<file path="src/rtl/pwm_capture.sv">
// Measures the period and high time of an asynchronous PWM input in clock
// cycles, and flags an input that has stopped toggling as stuck high or low.
module pwm_capture #(
    parameter int CNT_W   = 16,
    parameter int TIMEOUT = 4096
) (
    input  logic             clk,
    input  logic             rst,
    input  logic             enable,
    input  logic             invert,
    input  logic             pwm_in,
    output logic [CNT_W-1:0] period,
    output logic [CNT_W-1:0] high_time,
    output logic             sample_valid,
    output logic             stuck_high,
    output logic             stuck_low
);

    localparam logic [CNT_W-1:0] ONE         = CNT_W'(1);
    localparam logic [CNT_W-1:0] TIMEOUT_CNT = CNT_W'(TIMEOUT);
    localparam logic [CNT_W-1:0] IDLE_LAST   = CNT_W'(TIMEOUT - 1);

    typedef enum logic {
        WAIT_RISE,
        MEASURE
    } state_t;

    state_t state, state_nxt;

    logic s1, s2, lvl, lvl_d, rise;

    logic [CNT_W-1:0] per_cnt, per_cnt_nxt;
    logic [CNT_W-1:0] high_cnt, high_cnt_nxt;
    logic [CNT_W-1:0] idle_cnt, idle_cnt_nxt;
    logic [CNT_W-1:0] period_nxt, high_time_nxt;
    logic             sample_valid_nxt, stuck_high_nxt, stuck_low_nxt;

    assign lvl  = s2 ^ invert;
    assign rise = lvl & ~lvl_d;

    // The synchronizer and edge history run regardless of enable, so that
    // re-enabling in the middle of a high phase does not look like a rise.
    always_ff @(posedge clk) begin
        if (!rst) begin
            s1    <= 1'b0;
            s2    <= 1'b0;
            lvl_d <= 1'b0;
        end else begin
            s1    <= pwm_in;
            s2    <= s1;
            lvl_d <= lvl;
        end
    end

    always_ff @(posedge clk) begin
        if (!rst) begin
            state        <= WAIT_RISE;
            per_cnt      <= '0;
            high_cnt     <= '0;
            idle_cnt     <= '0;
            period       <= '0;
            high_time    <= '0;
            sample_valid <= 1'b0;
            stuck_high   <= 1'b0;
            stuck_low    <= 1'b0;
        end else begin
            state        <= state_nxt;
            per_cnt      <= per_cnt_nxt;
            high_cnt     <= high_cnt_nxt;
            idle_cnt     <= idle_cnt_nxt;
            period       <= period_nxt;
            high_time    <= high_time_nxt;
            sample_valid <= sample_valid_nxt;
            stuck_high   <= stuck_high_nxt;
            stuck_low    <= stuck_low_nxt;
        end
    end

    // A rise always beats a timeout, so a period of exactly TIMEOUT still
    // yields a valid sample.
    always_comb begin
        state_nxt        = state;
        per_cnt_nxt      = per_cnt;
        high_cnt_nxt     = high_cnt;
        idle_cnt_nxt     = idle_cnt;
        period_nxt       = period;
        high_time_nxt    = high_time;
        sample_valid_nxt = 1'b0;
        stuck_high_nxt   = stuck_high;
        stuck_low_nxt    = stuck_low;

        if (!enable) begin
            state_nxt    = WAIT_RISE;
            per_cnt_nxt  = '0;
            high_cnt_nxt = '0;
            idle_cnt_nxt = '0;
        end else begin
            unique case (state)
                WAIT_RISE: begin
                    if (rise) begin
                        state_nxt    = MEASURE;
                        per_cnt_nxt  = ONE;
                        high_cnt_nxt = ONE;
                        idle_cnt_nxt = '0;
                    end else if (idle_cnt == IDLE_LAST) begin
                        stuck_high_nxt = lvl;
                        stuck_low_nxt  = ~lvl;
                        idle_cnt_nxt   = '0;
                    end else begin
                        idle_cnt_nxt = idle_cnt + ONE;
                    end
                end
                MEASURE: begin
                    if (rise) begin
                        period_nxt       = per_cnt;
                        high_time_nxt    = high_cnt;
                        sample_valid_nxt = 1'b1;
                        stuck_high_nxt   = 1'b0;
                        stuck_low_nxt    = 1'b0;
                        per_cnt_nxt      = ONE;
                        high_cnt_nxt     = ONE;
                    end else if (per_cnt == TIMEOUT_CNT) begin
                        stuck_high_nxt = lvl;
                        stuck_low_nxt  = ~lvl;
                        period_nxt     = '0;
                        high_time_nxt  = '0;
                        per_cnt_nxt    = '0;
                        high_cnt_nxt   = '0;
                        idle_cnt_nxt   = '0;
                        state_nxt      = WAIT_RISE;
                    end else begin
                        per_cnt_nxt = per_cnt + ONE;
                        if (lvl) begin
                            high_cnt_nxt = high_cnt + ONE;
                        end
                    end
                end
                default: begin
                    state_nxt = WAIT_RISE;
                end
            endcase
        end
    end

endmodule

</file>
<file path="config.mk">
export PLATFORM = sky130hd
export DESIGN_NAME = pwm_capture
export DESIGN_NICKNAME = d
export VERILOG_FILES = /design/src/rtl/pwm_capture.sv
export SDC_FILE = /design/constraint.sdc
export NUM_CORES = 1
export LEC_CHECK = 0
export ABC_AREA = 0
export BUFFER_PORTS_ARGS = -buffer_cell sky130_fd_sc_hd__buf_4
export CAP_MARGIN = 20
export CORE_MARGIN = 8
export CORE_UTILIZATION = 45
export DETAILED_ROUTE_END_ITERATION = 8
export PLACE_DENSITY = 0.61
export SLEW_MARGIN = 25
export SYNTH_ARGS = -nofsm -noshare
export SYNTH_HDL_FRONTEND = slang
export SYNTH_SLANG_ARGS = --single-unit
</file>
<file path="constraint.sdc">
create_clock -name clk -period 2.55 [get_ports clk]
set_clock_uncertainty 0.2 [all_clocks]
set_input_delay 0.255 -clock clk [delete_from_list [all_inputs] [get_ports clk]]
set_output_delay 0.255 -clock clk [all_outputs]
set_load 0.05 [all_outputs]
</file>
==> impl_metrics.prom <==
# TYPE chip_impl_metric gauge
chip_impl_metric{name="r2r_cells",unit=""} 8
chip_impl_metric{name="grt_pass1_vias",unit=""} 3187
chip_impl_metric{name="initial_antenna_violation_count",unit=""} 0
chip_impl_metric{name="design_power_total",unit="uW"} 2470
chip_impl_metric{name="floorplan.die.width",unit="um"} 109
chip_impl_info{name="setup.worst_path.start",value="per_cnt[0]"} 1
chip_impl_metric{name="finalHoldViolations",unit=""} 0
chip_impl_metric{name="clk_pin_slew",unit="ns"} 0.10
chip_impl_metric{name="seqPwrFrac",unit="%"} 55.7
chip_impl_metric{name="drive_gt1_share",unit="%"} 19.5
chip_impl_metric{name="netSwitchingFraction",unit="%"} 27.1
chip_impl_metric{name="cell_leakage_power",unit="uW"} 0.00158
chip_impl_metric{name="irDropWorstVdd",unit="uV"} 238
chip_impl_info{name="postSynth.topFlopCell",value="sky130_fd_sc_hd__dfxtp_1"} 1
chip_impl_metric{name="tightestPinTransition",unit="ns"} 0.588
chip_impl_metric{name="synth-edff-count",unit=""} 0
chip_impl_metric{name="cap_violations",unit=""} 0
chip_impl_metric{name="synth_area",unit="um2"} 3900
chip_impl_info{name="cell_by_cell_trace_of_the_critical_path",value="inv_1 > ha_1 > nor4b_4 > and4_1 > a21oi_4 > buf_4 > or4_1 > a21oi_1"} 1
chip_impl_metric{name="synth_cell_type_count",unit=""} 51
chip_impl_metric{name="synth-warning-count",unit=""} 0
chip_impl_metric{name="mappedNetlistNets",unit=""} 437
chip_impl_info{name="critPathCaptureType",value="register"} 1
chip_impl_metric{name="globalRoute.totalOverflow",unit=""} 0
chip_impl_metric{name="clock-sinks",unit=""} 87
chip_impl_metric{name="port-buffer-count",unit=""} 39
chip_impl_info{name="run_status",value="complete, no violations"} 1
chip_impl_metric{name="timing.setup.tns",unit="ns"} 0
chip_impl_info{name="path_delay_family",value="simple AND/OR/NAND/NOR gates"} 1
chip_impl_metric{name="antenna_violating_nets_post_route",unit=""} 0
chip_impl_metric{name="crit_required",unit="ns"} 2.65
chip_impl_metric{name="fill_cells",unit=""} 799
chip_impl_metric{name="report.final.slew_viol_count",unit=""} 0
chip_impl_metric{name="fp.coreArea",unit="um2"} 8550
chip_impl_metric{name="drcViolationCount",unit=""} 0
chip_impl_info{name="top_signal_layer_used",value="met4"} 1
chip_impl_metric{name="final_critical_path_setup_slack",unit="ns"} 0.185
chip_impl_info{name="timing.hold.worst.class",value="in2reg"} 1
chip_impl_info{name="crit-reg2reg-launch",value="per_cnt[0]"} 1
chip_impl_metric{name="rows",unit=""} 34
chip_impl_metric{name="routed_wire_length_per_instance",unit="um"} 16.1
chip_impl_info{name="ctsRootBufferMaster",value="sky130_fd_sc_hd__clkbuf_8"} 1
chip_impl_metric{name="met3WireLength",unit="um"} 399
chip_impl_metric{name="drt_first_iter_violations",unit=""} 191
chip_impl_metric{name="timing.critical_path.slowest_cell_delay",unit="ns"} 0.49
chip_impl_metric{name="cells_after_synth",unit=""} 428
chip_impl_metric{name="fp.dieH",unit="um"} 109
chip_impl_metric{name="place_congestion",unit=""} 0.806
chip_impl_metric{name="num_vias",unit=""} 3466
chip_impl_metric{name="place_hpwl",unit="mm"} 6.84
chip_impl_metric{name="grt_util_all_layers",unit="%"} 16.8
chip_impl_metric{name="grt_start_max_net_pins",unit=""} 35
chip_impl_info{name="start_kind",value="register"} 1
chip_impl_metric{name="timing.max_slew.rel_slack",unit="%"} 60.6
chip_impl_metric{name="share_of_the_yosys_chip_area_belonging_to_registers",unit="%"} 44.6
chip_impl_metric{name="comb_power_share",unit="%"} 7.3
chip_impl_info{name="critPathKind",value="reg2reg"} 1
chip_impl_metric{name="h-tree-depth",unit=""} 3
chip_impl_metric{name="fp.dieArea",unit="um2"} 11900
chip_impl_metric{name="m1WireLength",unit="mm"} 4.69
chip_impl_metric{name="placed_instances",unit=""} 579
chip_impl_metric{name="worst_hold_slack",unit="ns"} 0.0987
chip_impl_metric{name="ys_async_sr_fraction",unit="%"} 0
chip_impl_metric{name="timing.final.crit_share",unit="%"} 92.7
chip_impl_metric{name="final_cells",unit=""} 596
chip_impl_metric{name="worstPathBufferInverterCount",unit=""} 2
chip_impl_metric{name="layout_min_cycle_time",unit="ns"} 2.37
chip_impl_metric{name="internal_power",unit="uW"} 1800
chip_impl_metric{name="routed-wl-met2",unit="mm"} 4.36
chip_impl_metric{name="max_clock_freq",unit="MHz"} 423
chip_impl_metric{name="antennaDiodeCount",unit=""} 0
chip_impl_info{name="setup.worst_path.end",value="idle_cnt[5]"} 1
chip_impl_metric{name="p_per_area",unit="nW/um2"} 533
chip_impl_metric{name="grt_pass1_wl",unit="mm"} 15.9
chip_impl_metric{name="worst-path-max-fanout",unit=""} 10
chip_impl_metric{name="floorplan.initialDensity",unit="%"} 45.6
chip_impl_info{name="rr_endpoint",value="idle_cnt[5]"} 1
chip_impl_metric{name="area_delta_synth_final",unit="%"} 18.7
chip_impl_info{name="crit_path_top_delay_cell",value="sky130_fd_sc_hd__or4_1"} 1
chip_impl_metric{name="finalSetupViolCount",unit=""} 0
chip_impl_metric{name="post-place-ws",unit="ns"} 0.151
chip_impl_metric{name="cp.arrival",unit="ns"} 2.46
chip_impl_metric{name="first_pass_iters",unit=""} 4
chip_impl_metric{name="worstSetupPathDepth",unit=""} 8
chip_impl_metric{name="power.share.clock",unit="%"} 37.0
chip_impl_metric{name="routed_via_density",unit=""} 5.82
chip_impl_metric{name="reg2reg_setup_slack",unit="ns"} 0.18
chip_impl_metric{name="wirelength",unit="mm"} 9.58
chip_impl_metric{name="power.switching",unit="uW"} 670
chip_impl_metric{name="worstSkewPairLatency",unit="ns"} 0.37
chip_impl_metric{name="cts_inserted_buffers",unit=""} 9
chip_impl_metric{name="postSynthRegisterBits",unit=""} 87
chip_impl_info{name="cts_tree",value="done"} 1
chip_impl_metric{name="syn_avg_cell_area",unit="um2"} 9.12
chip_impl_metric{name="final_net_count",unit=""} 492
chip_impl_metric{name="clock_path_buffers",unit=""} 2
chip_impl_info{name="rsz_0062_raised_after_global_routing",value="false"} 1
chip_impl_metric{name="io_pins",unit=""} 40
[worst min-delay path by stage]
stage	start	end	slack (ns)	cells after the start
finish	rst	period[3]	0.1	2
global route	rst	period[12]	0.1	2
CTS	rst	high_time[10]	0.09	2
detailed placement	s1	s2	0.22	1
global placement	s1	s2	0.21	1
floorplan	pwm_in	s1	0.18	1
[repair_timing]
action                                  in CTS  in global routing
setup buffers                                0                  0
endpoints found under the setup margin       0                  1
resized for setup                            0                  1
endpoints found under the hold margin        1                  0
hold buffers                                 1                  0
[kinds of logic after synthesis]
| logic type | Yosys count | synth area share (%) |
|---|---|---|
| buf+inv | 31 | 3.66 |
| simple gates | 174 | 25.6 |
| fa+ha+maj | 4 | 1.28 |
| xor+xnor | 15 | 3.37 |
| mux | 3 | 0.770 |
| compound gates | 114 | 20.7 |
| flops | 87 | 44.6 |
[registers in the layout, indices dropped and copies added, names as in the netlist]
signal	count
per_cnt	16
high_cnt	16
state	1
stuck_high	1
idle_cnt	16
period	16
high_time	16
lvl_d	1
s1	1
s2	1
stuck_low	1
sample_valid	1
[power groups by stage]
| stage | Clock (uW) | Sequential [uW] | Combinational, uW |
|---|---|---|---|
| 4_1_cts | 937 | 1370 | 180 |
| 3_5_place_dp | 0 | 1410 | 178 |
| 3_3_place_gp | 0 | 1410 | 175 |
| 5_1_grt | 992 | 1380 | 198 |
| 6_report | 913 | 1380 | 181 |
| 2_1_floorplan | 0 | 1410 | 106 |
[cells in the final DEF (no fill, tap or decap), types with 4 or more instances in the layout]
| master | netlist | layout |
|---|---|---|
| sky130_fd_sc_hd__a22oi_1 | 26 | 26 |
| sky130_fd_sc_hd__a41oi_1 | 4 | 4 |
| sky130_fd_sc_hd__nor2_1 | 27 | 27 |
| sky130_fd_sc_hd__and4_1 | 5 | 5 |
| sky130_fd_sc_hd__ha_1 | 4 | 4 |
| sky130_fd_sc_hd__dfxtp_1 | 87 | 87 |
| sky130_fd_sc_hd__inv_1 | 6 | 6 |
| sky130_fd_sc_hd__nand4_1 | 9 | 9 |
| sky130_fd_sc_hd__xnor2_1 | 14 | 14 |
| sky130_fd_sc_hd__buf_4 | 1 | 66 |
| sky130_fd_sc_hd__o31ai_1 | 5 | 5 |
| sky130_fd_sc_hd__a21oi_1 | 20 | 20 |
| sky130_fd_sc_hd__nand3_1 | 15 | 15 |
| sky130_fd_sc_hd__nand2_1 | 39 | 39 |
| sky130_fd_sc_hd__nor3_1 | 10 | 10 |
| sky130_fd_sc_hd__or3_1 | 6 | 6 |
| sky130_fd_sc_hd__and3_1 | 5 | 5 |
| sky130_fd_sc_hd__and2_1 | 9 | 9 |
| sky130_fd_sc_hd__nor4_1 | 5 | 5 |
| sky130_fd_sc_hd__a31oi_1 | 9 | 9 |
| sky130_fd_sc_hd__nor2b_1 | 24 | 24 |
| sky130_fd_sc_hd__o21ai_0 | 13 | 13 |
| sky130_fd_sc_hd__a311oi_1 | 9 | 9 |
| sky130_fd_sc_hd__or4_1 | 6 | 6 |
| sky130_fd_sc_hd__clkbuf_8 | 0 | 9 |
| sky130_fd_sc_hd__a22o_1 | 8 | 8 |
[synth_stat cells (3+ instances only)]
library cell                n  area (um2)
sky130_fd_sc_hd__nand3_1   15        75.1
sky130_fd_sc_hd__and3_1     5        31.3
sky130_fd_sc_hd__nand4_1    9        56.3
sky130_fd_sc_hd__nor3_1    10        50.1
sky130_fd_sc_hd__clkbuf_1  15        56.3
sky130_fd_sc_hd__or4_1      6        45.0
sky130_fd_sc_hd__nor4_1     5        31.3
sky130_fd_sc_hd__a22o_1     8        70.1
sky130_fd_sc_hd__nand2_1   39         146
sky130_fd_sc_hd__nor2b_1   24         150
sky130_fd_sc_hd__a21oi_1   20         100
sky130_fd_sc_hd__buf_2      6        30.0
sky130_fd_sc_hd__dfxtp_1   87        1740
sky130_fd_sc_hd__o21ai_1    3        15.0
sky130_fd_sc_hd__and2_1     9        56.3
sky130_fd_sc_hd__o21a_1     3        22.5
sky130_fd_sc_hd__nor3b_1    3        22.5
sky130_fd_sc_hd__a22oi_1   26         195
sky130_fd_sc_hd__ha_1       4        50.1
sky130_fd_sc_hd__a311oi_1   9        78.8
sky130_fd_sc_hd__a41oi_1    4        35.0
sky130_fd_sc_hd__and4_1     5        43.8
sky130_fd_sc_hd__inv_1      6        22.5
sky130_fd_sc_hd__o31ai_1    5        37.5
sky130_fd_sc_hd__or3_1      6        37.5
sky130_fd_sc_hd__nor2_1    27         101
sky130_fd_sc_hd__mux2i_1    3        30.0
sky130_fd_sc_hd__a31oi_1    9        56.3
sky130_fd_sc_hd__o21ai_0   13        65.1
sky130_fd_sc_hd__xnor2_1   14         123
[metrics by stage]
stage	cell area, um2	util [%]
6_report	4630	54.2
5_1_grt	4630	54.2
4_1_cts	4630	54.1
3_5_place_dp	4440	51.9
3_3_place_gp	4440	51.9
2_1_floorplan	3900	-
[layout make-up]
type / instances / area [um2] / share of cell area [%]
clock buffers: 10 / 128 / 2.76
clock inverters: 6 / 53.8 / 1.16
inverters: 7 / 26.3 / 0.567
multi-input cells: 310 / 2020 / 43.6
flip-flops and latches: 87 / 1740 / 37.6
well taps: 108 / 135 / 2.92
repair buffers: 68 / 526 / 11.3
[layer usage]
| metal | vias up | GRT usage (%) |
|---|---|---|
| met2 | 61 | 26.1 |
| li1 | 1697 | - |
| met4 | 0 | 6.16 |
| met5 | - | 0 |
| met3 | 10 | 4.02 |
| met1 | 1698 | 22.0 |
Power figures use the tool's default switching activity.
